[src/rtl/ysyx_220053_fetch_unit_pkg.sv]
// ysyx_220053_ifu_pkg: shared types for the ysyx_220053 instruction fetch unit.
//   ifu_state_e : fetch FSM states (IDLE, REQ, WAIT)
//   fq_entry_t  : default fetch-queue entry {pc, instr, err}
//   sel_instr() : picks the 32-bit instruction out of a 64-bit memory beat
package ysyx_220053_ifu_pkg;

  localparam int INSTR_W  = 32;
  localparam int IFU_XLEN = 64;

  typedef enum logic [1:0] {
    IDLE = 2'd0,
    REQ  = 2'd1,
    WAIT = 2'd2
  } ifu_state_e;

  typedef struct packed {
    logic [IFU_XLEN-1:0] pc;
    logic [INSTR_W-1:0]  instr;
    logic                err;
  } fq_entry_t;

  // Upper word holds the instruction at pc[2]==1, lower word at pc[2]==0.
  function automatic logic [INSTR_W-1:0] sel_instr(input logic [63:0] data,
                                                   input logic        hi);
    return hi ? data[63:32] : data[31:0];
  endfunction

endpackage

[src/rtl/ysyx_220053_fetch_unit_if.sv]
// ysyx_220053_fetch_unit_if: memory read channel of the fetch unit.
//   req_valid/req_ready/req_addr : read request handshake (64-bit aligned)
//   rsp_valid/rsp_data/rsp_err   : read response, at most one per request
//   master modport: fetch unit side; slave modport: memory side.
interface ysyx_220053_fetch_unit_if #(
  parameter int XLEN  = 64,
  parameter int MEM_W = 64
);
  logic             req_valid;
  logic             req_ready;
  logic [XLEN-1:0]  req_addr;
  logic             rsp_valid;
  logic [MEM_W-1:0] rsp_data;
  logic             rsp_err;

  modport master (
    output req_valid, req_addr,
    input  req_ready, rsp_valid, rsp_data, rsp_err
  );

  modport slave (
    input  req_valid, req_addr,
    output req_ready, rsp_valid, rsp_data, rsp_err
  );
endinterface

[src/rtl/ysyx_220053_fetch_fifo.sv]
// ysyx_220053_fetch_fifo: synchronous FIFO holding fetched instructions.
//   clk, rst   : clock, synchronous active-high reset (pointers/count only)
//   push/push_data : write an entry at the tail
//   pop        : remove the head entry
//   flush      : empty the queue; has priority over push and pop
//   count      : number of valid entries (0..DEPTH)
//   head       : oldest entry, valid when count != 0
// Push and pop in the same cycle are both honoured, including when full.
module ysyx_220053_fetch_fifo
  import ysyx_220053_ifu_pkg::*;
#(
  parameter int  DEPTH   = 4,
  parameter type entry_t = fq_entry_t,
  localparam int AW      = $clog2(DEPTH),
  localparam int CW      = AW + 1
) (
  input  logic          clk,
  input  logic          rst,
  input  logic          push,
  input  entry_t        push_data,
  input  logic          pop,
  input  logic          flush,
  output logic [CW-1:0] count,
  output entry_t        head
);

  entry_t        slots [DEPTH];
  logic [AW-1:0] rd_q, rd_d, wr_q, wr_d;
  logic [CW-1:0] count_q, count_d;

  // DEPTH is a power of two, so the pointers wrap by plain overflow.
  always_comb begin
    rd_d    = rd_q;
    wr_d    = wr_q;
    count_d = count_q;
    if (flush) begin
      rd_d    = '0;
      wr_d    = '0;
      count_d = '0;
    end else begin
      if (push) wr_d = wr_q + AW'(1);
      if (pop)  rd_d = rd_q + AW'(1);
      count_d = count_q + CW'(push) - CW'(pop);
    end
  end

  always_ff @(posedge clk) begin
    if (rst) begin
      rd_q    <= '0;
      wr_q    <= '0;
      count_q <= '0;
    end else begin
      rd_q    <= rd_d;
      wr_q    <= wr_d;
      count_q <= count_d;
    end
  end

  // Storage carries data only; validity is tracked by count_q.
  always_ff @(posedge clk) begin
    if (push && !flush) slots[wr_q] <= push_data;
  end

  assign count = count_q;
  assign head  = slots[rd_q];

endmodule

[src/rtl/ysyx_220053_fetch_unit.sv]
// ysyx_220053_fetch_unit: instruction fetch unit of the ysyx_220053 core.
//   clk, rst       : clock, synchronous active-high reset
//   redirect_valid/redirect_pc : new fetch PC from execute; flushes the queue
//   mem (master)   : 64-bit aligned read request / response channel
//   out_valid/out_ready : decode handshake
//   out_pc/out_instr/out_err : head instruction, its PC and fault flag
// Optional build macro: IFU_BYPASS_EN -- when the queue is empty, a fresh
// response is presented to decode in the same cycle it arrives.
module ysyx_220053_fetch_unit
  import ysyx_220053_ifu_pkg::*;
#(
  parameter int              XLEN     = 64,
  parameter logic [XLEN-1:0] RESET_PC = XLEN'(64'h8000_0000),
  parameter int              FQ_DEPTH = 4,
  parameter int              MEM_W    = 64
) (
  input  logic                    clk,
  input  logic                    rst,
  input  logic                    redirect_valid,
  input  logic [XLEN-1:0]         redirect_pc,
  ysyx_220053_fetch_unit_if.master mem,
  output logic                    out_valid,
  input  logic                    out_ready,
  output logic [XLEN-1:0]         out_pc,
  output logic [INSTR_W-1:0]      out_instr,
  output logic                    out_err
);

  localparam int CW = $clog2(FQ_DEPTH) + 1;

  typedef struct packed {
    logic [XLEN-1:0]    pc;
    logic [INSTR_W-1:0] instr;
    logic               err;
  } entry_t;

  ifu_state_e      state_q, state_d;
  logic [XLEN-1:0] pc_q, pc_d;
  logic [XLEN-1:0] addr_q, addr_d;
  logic            drop_q, drop_d;

  logic [CW-1:0]   fq_count;
  entry_t          fq_head, rsp_entry, out_entry;
  logic            q_nonempty, rsp_take, bypass, push, pop;

  // A response is kept only if nothing has redirected fetch since issue.
  // While drop_q is clear, pc_q is still the PC the request was issued for.
  always_comb begin
    rsp_take        = (state_q == WAIT) && mem.rsp_valid && !drop_q && !redirect_valid;
    rsp_entry.pc    = pc_q;
    rsp_entry.instr = sel_instr(mem.rsp_data, pc_q[2]);
    rsp_entry.err   = mem.rsp_err;
  end

  assign q_nonempty = (fq_count != '0);

`ifdef IFU_BYPASS_EN
  assign bypass = rsp_take && !q_nonempty;
`else
  assign bypass = 1'b0;
`endif

  // A bypassed entry accepted by decode never enters the queue.
  assign push = rsp_take && !(bypass && out_ready);
  // The flush wins over a coincident pop.
  assign pop  = q_nonempty && out_ready && !redirect_valid;

  ysyx_220053_fetch_fifo #(
    .DEPTH   (FQ_DEPTH),
    .entry_t (entry_t)
  ) u_fifo (
    .clk       (clk),
    .rst       (rst),
    .push      (push),
    .push_data (rsp_entry),
    .pop       (pop),
    .flush     (redirect_valid),
    .count     (fq_count),
    .head      (fq_head)
  );

  always_comb begin
    state_d = state_q;
    pc_d    = pc_q;
    addr_d  = addr_q;
    drop_d  = drop_q;

    // The queue slot is reserved here: with one request outstanding and
    // only pops in between, the later push always finds room.
    unique case (state_q)
      IDLE: if (fq_count < CW'(FQ_DEPTH)) state_d = REQ;
      REQ:  if (mem.req_ready)            state_d = WAIT;
      WAIT: if (mem.rsp_valid) begin
        state_d = IDLE;
        drop_d  = 1'b0;
      end
      default: state_d = IDLE;
    endcase

    if (rsp_take) pc_d = pc_q + XLEN'(4);

    // A request already on the bus is completed and its response discarded,
    // unless that response is arriving right now.
    if (redirect_valid) begin
      pc_d = redirect_pc & ~XLEN'(3);
      if (state_q == REQ || (state_q == WAIT && !mem.rsp_valid)) drop_d = 1'b1;
    end

    // The address is latched at issue so it stays stable through REQ even
    // if a redirect moves pc_q.
    if (state_q == IDLE && state_d == REQ) addr_d = pc_d & ~XLEN'(7);
  end

  always_ff @(posedge clk) begin
    if (rst) begin
      state_q <= IDLE;
      pc_q    <= RESET_PC;
      drop_q  <= 1'b0;
    end else begin
      state_q <= state_d;
      pc_q    <= pc_d;
      drop_q  <= drop_d;
    end
  end

  always_ff @(posedge clk) begin
    addr_q <= addr_d;
  end

  assign mem.req_valid = (state_q == REQ);
  assign mem.req_addr  = addr_q;

  // Head storage is not reset, so outputs are forced to zero while empty.
  always_comb begin
    out_entry = '0;
    if (q_nonempty)  out_entry = fq_head;
    else if (bypass) out_entry = rsp_entry;
  end

  assign out_valid = q_nonempty || bypass;
  assign out_pc    = out_entry.pc;
  assign out_instr = out_entry.instr;
  assign out_err   = out_entry.err;

endmodule
[src/flat_wrapper.sv]
// flat-port wrapper written by rule: the top's interface ports become plain ports
module ysyx_220053_fetch_unit_flat import ysyx_220053_ifu_pkg::*;
#(
  parameter int              XLEN     = 64,
  parameter logic [XLEN-1:0] RESET_PC = XLEN'(64'h8000_0000),
  parameter int              FQ_DEPTH = 4,
  parameter int              MEM_W    = 64
)
  (clk, rst, redirect_valid, redirect_pc, out_valid, out_ready, out_pc, out_instr, out_err, mem_req_valid, mem_req_addr, mem_req_ready, mem_rsp_valid, mem_rsp_data, mem_rsp_err);
  ysyx_220053_fetch_unit_if #(.XLEN(XLEN), .MEM_W(MEM_W)) mem_i ();
  input  logic clk;
  input  logic rst;
  input  logic redirect_valid;
  input  logic [XLEN-1:0] redirect_pc;
  output logic out_valid;
  input  logic out_ready;
  output logic [XLEN-1:0] out_pc;
  output logic [INSTR_W-1:0] out_instr;
  output logic out_err;
  output wire logic [$bits(mem_i.req_valid)-1:0] mem_req_valid;
  output wire logic [$bits(mem_i.req_addr)-1:0] mem_req_addr;
  input wire logic [$bits(mem_i.req_ready)-1:0] mem_req_ready;
  input wire logic [$bits(mem_i.rsp_valid)-1:0] mem_rsp_valid;
  input wire logic [$bits(mem_i.rsp_data)-1:0] mem_rsp_data;
  input wire logic [$bits(mem_i.rsp_err)-1:0] mem_rsp_err;
  assign mem_req_valid = mem_i.req_valid;
  assign mem_req_addr = mem_i.req_addr;
  assign mem_i.req_ready = mem_req_ready;
  assign mem_i.rsp_valid = mem_rsp_valid;
  assign mem_i.rsp_data = mem_rsp_data;
  assign mem_i.rsp_err = mem_rsp_err;
  ysyx_220053_fetch_unit #(.XLEN(XLEN), .RESET_PC(RESET_PC), .FQ_DEPTH(FQ_DEPTH), .MEM_W(MEM_W)) u_core (.clk(clk), .rst(rst), .redirect_valid(redirect_valid), .redirect_pc(redirect_pc), .mem(mem_i), .out_valid(out_valid), .out_ready(out_ready), .out_pc(out_pc), .out_instr(out_instr), .out_err(out_err));
endmodule
[config.mk]
export PLATFORM = sky130hd
export DESIGN_NAME = ysyx_220053_fetch_unit_flat
export DESIGN_NICKNAME = d
export VERILOG_FILES = /design/src/rtl/ysyx_220053_fetch_unit_pkg.sv /design/src/rtl/ysyx_220053_fetch_unit_if.sv /design/src/rtl/ysyx_220053_fetch_fifo.sv /design/src/rtl/ysyx_220053_fetch_unit.sv /design/src/flat_wrapper.sv
export SDC_FILE = /design/constraint.sdc
export NUM_CORES = 1
export LEC_CHECK = 0
export ABC_AREA = 1
export CAP_MARGIN = 25
export CELL_PAD_IN_SITES_DETAIL_PLACEMENT = 0
export CELL_PAD_IN_SITES_GLOBAL_PLACEMENT = 1
export CORE_ASPECT_RATIO = 1.5
export CORE_UTILIZATION = 43
export CTS_CLUSTER_DIAMETER = 120
export DETAILED_ROUTE_END_ITERATION = 8
export GPL_ROUTABILITY_DRIVEN = 0
export PLACE_DENSITY = 0.92
export SETUP_SLACK_MARGIN = 0.2
export SYNTH_ARGS = -nofsm -noshare
export SYNTH_HDL_FRONTEND = slang
export SYNTH_SLANG_ARGS = --single-unit
[constraint.sdc]
create_clock -name clk -period 7.71 [get_ports clk]
set_input_delay 0.771 -clock clk [delete_from_list [all_inputs] [get_ports clk]]
set_output_delay 0.771 -clock clk [all_outputs]
set_load 0.02 [all_outputs]
======== After elaboration in Yosys (flattened, before gate mapping) ========
Memory sizes are Yosys's and may differ from the RTL's. A register that Yosys moved wholly into a read port is not among the register bits.
Cells that the tools add are included.
cells by class
  $add $sub $neg .......................... 5
  $lt $le $gt $ge ......................... 1
  equal/unequal tests ..................... 3
  multiplexer cells ....................... 16
  reduce and logical (&&, ||, !) cells .... 16
operator list
  operator               number
  $mux 64                2
  $mux 97                1
  $add 64x3->64 const B  1
  $mux 32                1
  $mux 2                 5
  $logic_and 1x1->1      8
  $mux 1                 6
  $pmux 2 s3             1
  $add 2x1->2 const B    2
  $eq 2x1->1 const B     2
  $add 3x1->3            1
  $logic_not 1->1        3
  $lt 3x3->1 const B     1
  $reduce_bool 3->1      1
  $sub 3x1->3            1
  $eq 2x2->1 const B     1
  $logic_not 2->1        1
  $reduce_bool 2->1      1
  $reduce_or 2->1        1
  $logic_or 1x1->1       1
storage, ports and cells
  register bits ........................... 135
  memory bits (writable) .................. 388
  input bits .............................. 135
  output and inout port bits .............. 163
  logic and storage cells ................. 51
  memories kept ........................... 1
memories
  name                 words  bits a word  rd ports  clocked after memory_dff  write ports  line                          source
  u_core.u_fifo.slots  4      97           1         1                         1            ysyx_220053_fetch_fifo.sv:27  entry_t slots [DEPTH];

======== Depth between registers and ports, before layout ========
  depth after elaboration ................. 7
  mapped depth ............................ 12
  gate-level depth less buffers ........... 12

======== Cells and area by module ========
Synthesis repeated with hierarchy kept, for this count alone.
second synthesis, totals
  cell total of the unflattened synthesis .. 2292
  area total of the unflattened synthesis .. 22775.6 um^2
modules (own cells, without submodules)
  module                  instances  cells an instance  area an instance (um^2)
  ysyx_220053_fetch_fifo  1          1096               15051.9
  ysyx_220053_fetch_unit  1          1196               7723.7

======== Worst setup path after synthesis ========
OpenSTA, ideal clock, no wires.
  path type ............................... input port to flip-flop
  start point ............................. input port mem_rsp_valid
  end point ............................... memory u_core.u_fifo.slots[0][0] in the netlist's numbering, enable pin
  setup time .............................. 0.550 ns
  arrival time ............................ 5.246 ns
  data required time ...................... 7.160 ns
  slack ................................... 1.915 ns
  cell stages on the path ................. 4
  path buffers ............................ 0
  cell sequence ........................... nand3_2 > nor2_2 > nand2_1 > nor2_1
on the way
  longest elaborated chain between the ends .. 6
ends and longest elaborated chain
  what                            line                          source
  start, declared                 flat_wrapper.sv:23            input wire logic [$bits(mem_i.rsp_valid)-1:0] mem_rsp_valid;
  $logic_and 1x1->1 (3 in a row)  ysyx_220053_fetch_unit.sv:49  rsp_take = (state_q == WAIT) && mem.rsp_valid && !drop_q && !redirect_valid;
  $logic_and 1x1->1               ysyx_220053_fetch_fifo.sv:61  if (push && !flush) slots[wr_q] <= push_data;
  $mux 1                          ysyx_220053_fetch_fifo.sv:61
  $mux 1 (not written as such)    ysyx_220053_fetch_fifo.sv:61
  end, declared                   ysyx_220053_fetch_fifo.sv:27
No other way between the ends.

==> impl_results.md <==
- Max capacitance violation total: 0
- Router iterations before antenna repair: 8
- Number of synthesized flops with an enable pin: ~440
- Post-DP HPWL: approximately 38000 µm
- Fin Hold WS: around 0.52 ns
- Critical path class: register to output port
- Final min period: 4.49 ns
- Worst setup margin: approximately 3.2 ns
- CP Capture Type: output port
- Placed Area: about 0.025 mm²
- Num Clock Sinks: about 520
- CP Cell Sequence: buf_4 > buf_16 > nor2_1 > nor2_1 > o21ai_0 > a21oi_1 > clkdlybuf4s50_1
- Fin. max-slew vios: 0
- Vias in the first global route: around 16000
- Layout fillers: roughly 4200
- Initial core utilization: 43.8%
- Yosys reg bits: just over 500
- Initial antenna violation count: 1
- Clock share of power: 38.2%
- Overall Power: 5.77 mW
- Slew @ Worst Pin: between 0.9 and 1 ns
- Netlist cell types: 36
- Commonest non-fill, non-tap cell in the layout: nor2_1
- Core ar.: about 0.05 mm²
- # setup viols final: 0
- Layout area overhead: 23.2%
- Status: finished clean
- Power Density: 215 mW/mm²
- FFs w/ async S/R, synth: 0%
- Critical path data required time: between 6 and 7 ns
- Logic pwr share: 6.6%
- Cell Int Power: between 4 and 5 mW
- TritonCTS clock tree: done
- Num rows: 100
- Area of the multi-input gates: around 0.0063 mm²
- Worst-path clk slew: 0.06 ns
- Via count: approximately 16000
- Post-cts hold buffer count: 0
- CP max-delay cell: dfxtp_4
- Final routed DRC violation total: 0
- Post-Place Worst Slack: ~3.7 ns
- Tcrit/Tclk final: around 58%
- DR iter-0 viols: between 1000 and 1500
- Final #Nets: 2532
- Post-CTS sizing: 0
- Share of cells above drive strength 1: around 5.4%
- Post-Synthesis Cells: about 2100
- Worst path most repeated cell: nor2_1
- Post-DR wirelength/cell: roughly 19 µm
- Seq pwr share: ~55%
- Clock buffer count from CTS: 45
- Slew Limit Headroom: 36.0%
- Die area: 0.0516 mm²
- Unrepaired setup endpoints after global routing: false
- Crit path max fanout: between 90 and 100
- Register area: ~0.015 mm²
- I/O Buffers: slightly below 300
- Maximum clock rate: about 220 MHz
- Setup_tns: 0 ns
- Die Wd: about 190 µm
- CTS root buf: clkbuf_16
- Switch Pwr: between 1 and 1.5 mW
- Clk_lat worst skew: around 0.57 ns
- Deepest clock path buffer count: 3
- Post-route ant nets: 0
- Worst VDD drop: about 0.15 mV
- Most frequent cells in the layout: 507 x nor2_1, 441 x edfxtp_1, 349 x nand2_1
- Worst min-delay path category: register to register
- Top_reg_cell synth: edfxtp_1
- IO Count: ~300
- Hold Vio Cnt, Final: 0
- Final instance area: about 0.027 mm²
- Grt ovf: 0
- Die outline height: ~280 µm
- Synth warn: 0
- Synthesized area: between 0.02 and 0.025 mm²
- Final setup skew: ~0.021 ns
- First-pass GRT wire length: about 90000 µm
- Sw Share: between 20% and 30%
- Leakage: between 9 and 10 nW
- Avg Inst Size Synth: 10.2 µm²
- Worst stage delay on the critical path: roughly 0.94 ns
- CP arrival: about 3.7 ns
- Startpoint Class: register
- # Post-CTS Setup Buffers: 0
- CTS H-tree depth: 2
- GR Util All Layers: between 20% and 30%
- Largest net degree at the start of global routing: 100
- Wirelength, routed: ~60000 µm
- Via/cell ratio: approximately 5.3
- Seq/Total Area, Yosys: 67.6%
==> power groups by stage <==
stage	clock network (mW)	registers, mW	logic (mW)
final	2.20	3.18	0.379
after global routing	2.33	3.19	0.409
after CTS	2.23	3.18	0.382
after detailed placement	0	3.24	0.378
after global placement	0	3.24	0.371
after floorplan	0	3.27	0.127
==> critical path: cells and delay by family, from the launching register on <==
family	cells	cell delay, ns
AOI/OAI and AO/OA	2	0.53
buffers and inverters	3	1.48
DFF	1	0.94
and+or+nand+nor	2	0.18
==> cells in the mapped netlist (2+ instances only) <==
| library cell | instances | area (µm²) |
|---|---|---|
| nand4_1 | 19 | 119 |
| inv_2 | 3 | 11.3 |
| nand3b_1 | 7 | 52.6 |
| clkbuf_1 | 72 | 270 |
| buf_1 | 24 | 90.1 |
| o211ai_1 | 2 | 15.0 |
| xor2_1 | 14 | 123 |
| and2_1 | 14 | 87.6 |
| buf_4 | 7 | 52.6 |
| edfxtp_1 | 441 | 13200 |
| nand2_1 | 349 | 1310 |
| inv_1 | 88 | 330 |
| a21oi_1 | 142 | 711 |
| buf_2 | 4 | 20.0 |
| ha_1 | 6 | 75.1 |
| o21bai_1 | 8 | 60.1 |
| nand3_1 | 85 | 425 |
| nor2_1 | 511 | 1920 |
| o21ai_1 | 6 | 30.0 |
| o21ai_0 | 202 | 1010 |
| nor2_2 | 9 | 56.3 |
| xnor2_1 | 8 | 70.1 |
| dfxtp_1 | 74 | 1480 |
| nor3_1 | 14 | 70.1 |
| or2_2 | 11 | 68.8 |
==> area by class of cell <==
type / instances / share of cell area (%)
Antenna cell: 1 / 0.00932
Inverter: 92 / 1.30
Clock inverter: 26 / 0.811
Timing Repair Buffer: 315 / 11.7
Clock buffer: 58 / 4.57
Tap cell: 663 / 3.09
Multi-Input combinational cell: 1421 / 23.6
Sequential cell: 515 / 54.9
==> metal layers <==
layer | GRT usage [%] | part of all wire, % | wire [µm]
met1 | 26.3 | 38 | 22500
met3 | 2.99 | 6.1 | 3600
met5 | 0 | 0 | 0
met2 | 39.0 | 50 | 29100
met4 | 13.4 | 5.7 | 3360
==> sequential cells by signal (all words and copies together) (netlist names), named ones only <==
signal and flops:
u_core.u_fifo.count 3, u_core.u_fifo.rd_q 2, u_core.state_q 2, u_core.u_fifo.wr_q 2
u_core.pc_q 62, u_core.drop_q 1, u_core.u_fifo.slots 380, u_core.mem.req_addr 61
==> path summary, 6_finish.rpt <==
path	start	to	slack (ns)	cells after the start
hold reg to reg	u_core.u_fifo.rd_q[1]	u_core.u_fifo.rd_q[1]	0.52	1
setup reg to reg	u_core.pc_q[2]	u_core.mem.req_addr[53]	4.16	7
hold / removal	u_core.u_fifo.rd_q[1]	u_core.u_fifo.rd_q[1]	0.52	1
setup / recovery	register	out_pc[52]	3.22	7
==> cells by family (layout without fill, tap and decap cells) <==
| logic type | Yosys count | in the layout | share of synthesized area [%] |
|---|---|---|---|
| xor gates and xnor gates | 22 | 22 | 0.884 |
| other | 1 | 6 | 0.0172 |
| adders and majority gates | 7 | 7 | 0.436 |
| and+or+nand+nor | 1024 | 1024 | 19.1 |
| AOI/OAI and AO/OA | 363 | 363 | 8.48 |
| buffers and inverters | 199 | 491 | 3.57 |
| DFF | 515 | 515 | 67.6 |
==> through the flow <==
stage	utilization (%)	instances
after CTS	53.9	3090
after global placement	50.8	3001
after global routing	53.9	3091
after detailed placement	51.0	3006
after floorplan	-	2135
final	53.9	3091
(Power assumes the default switching activity.)
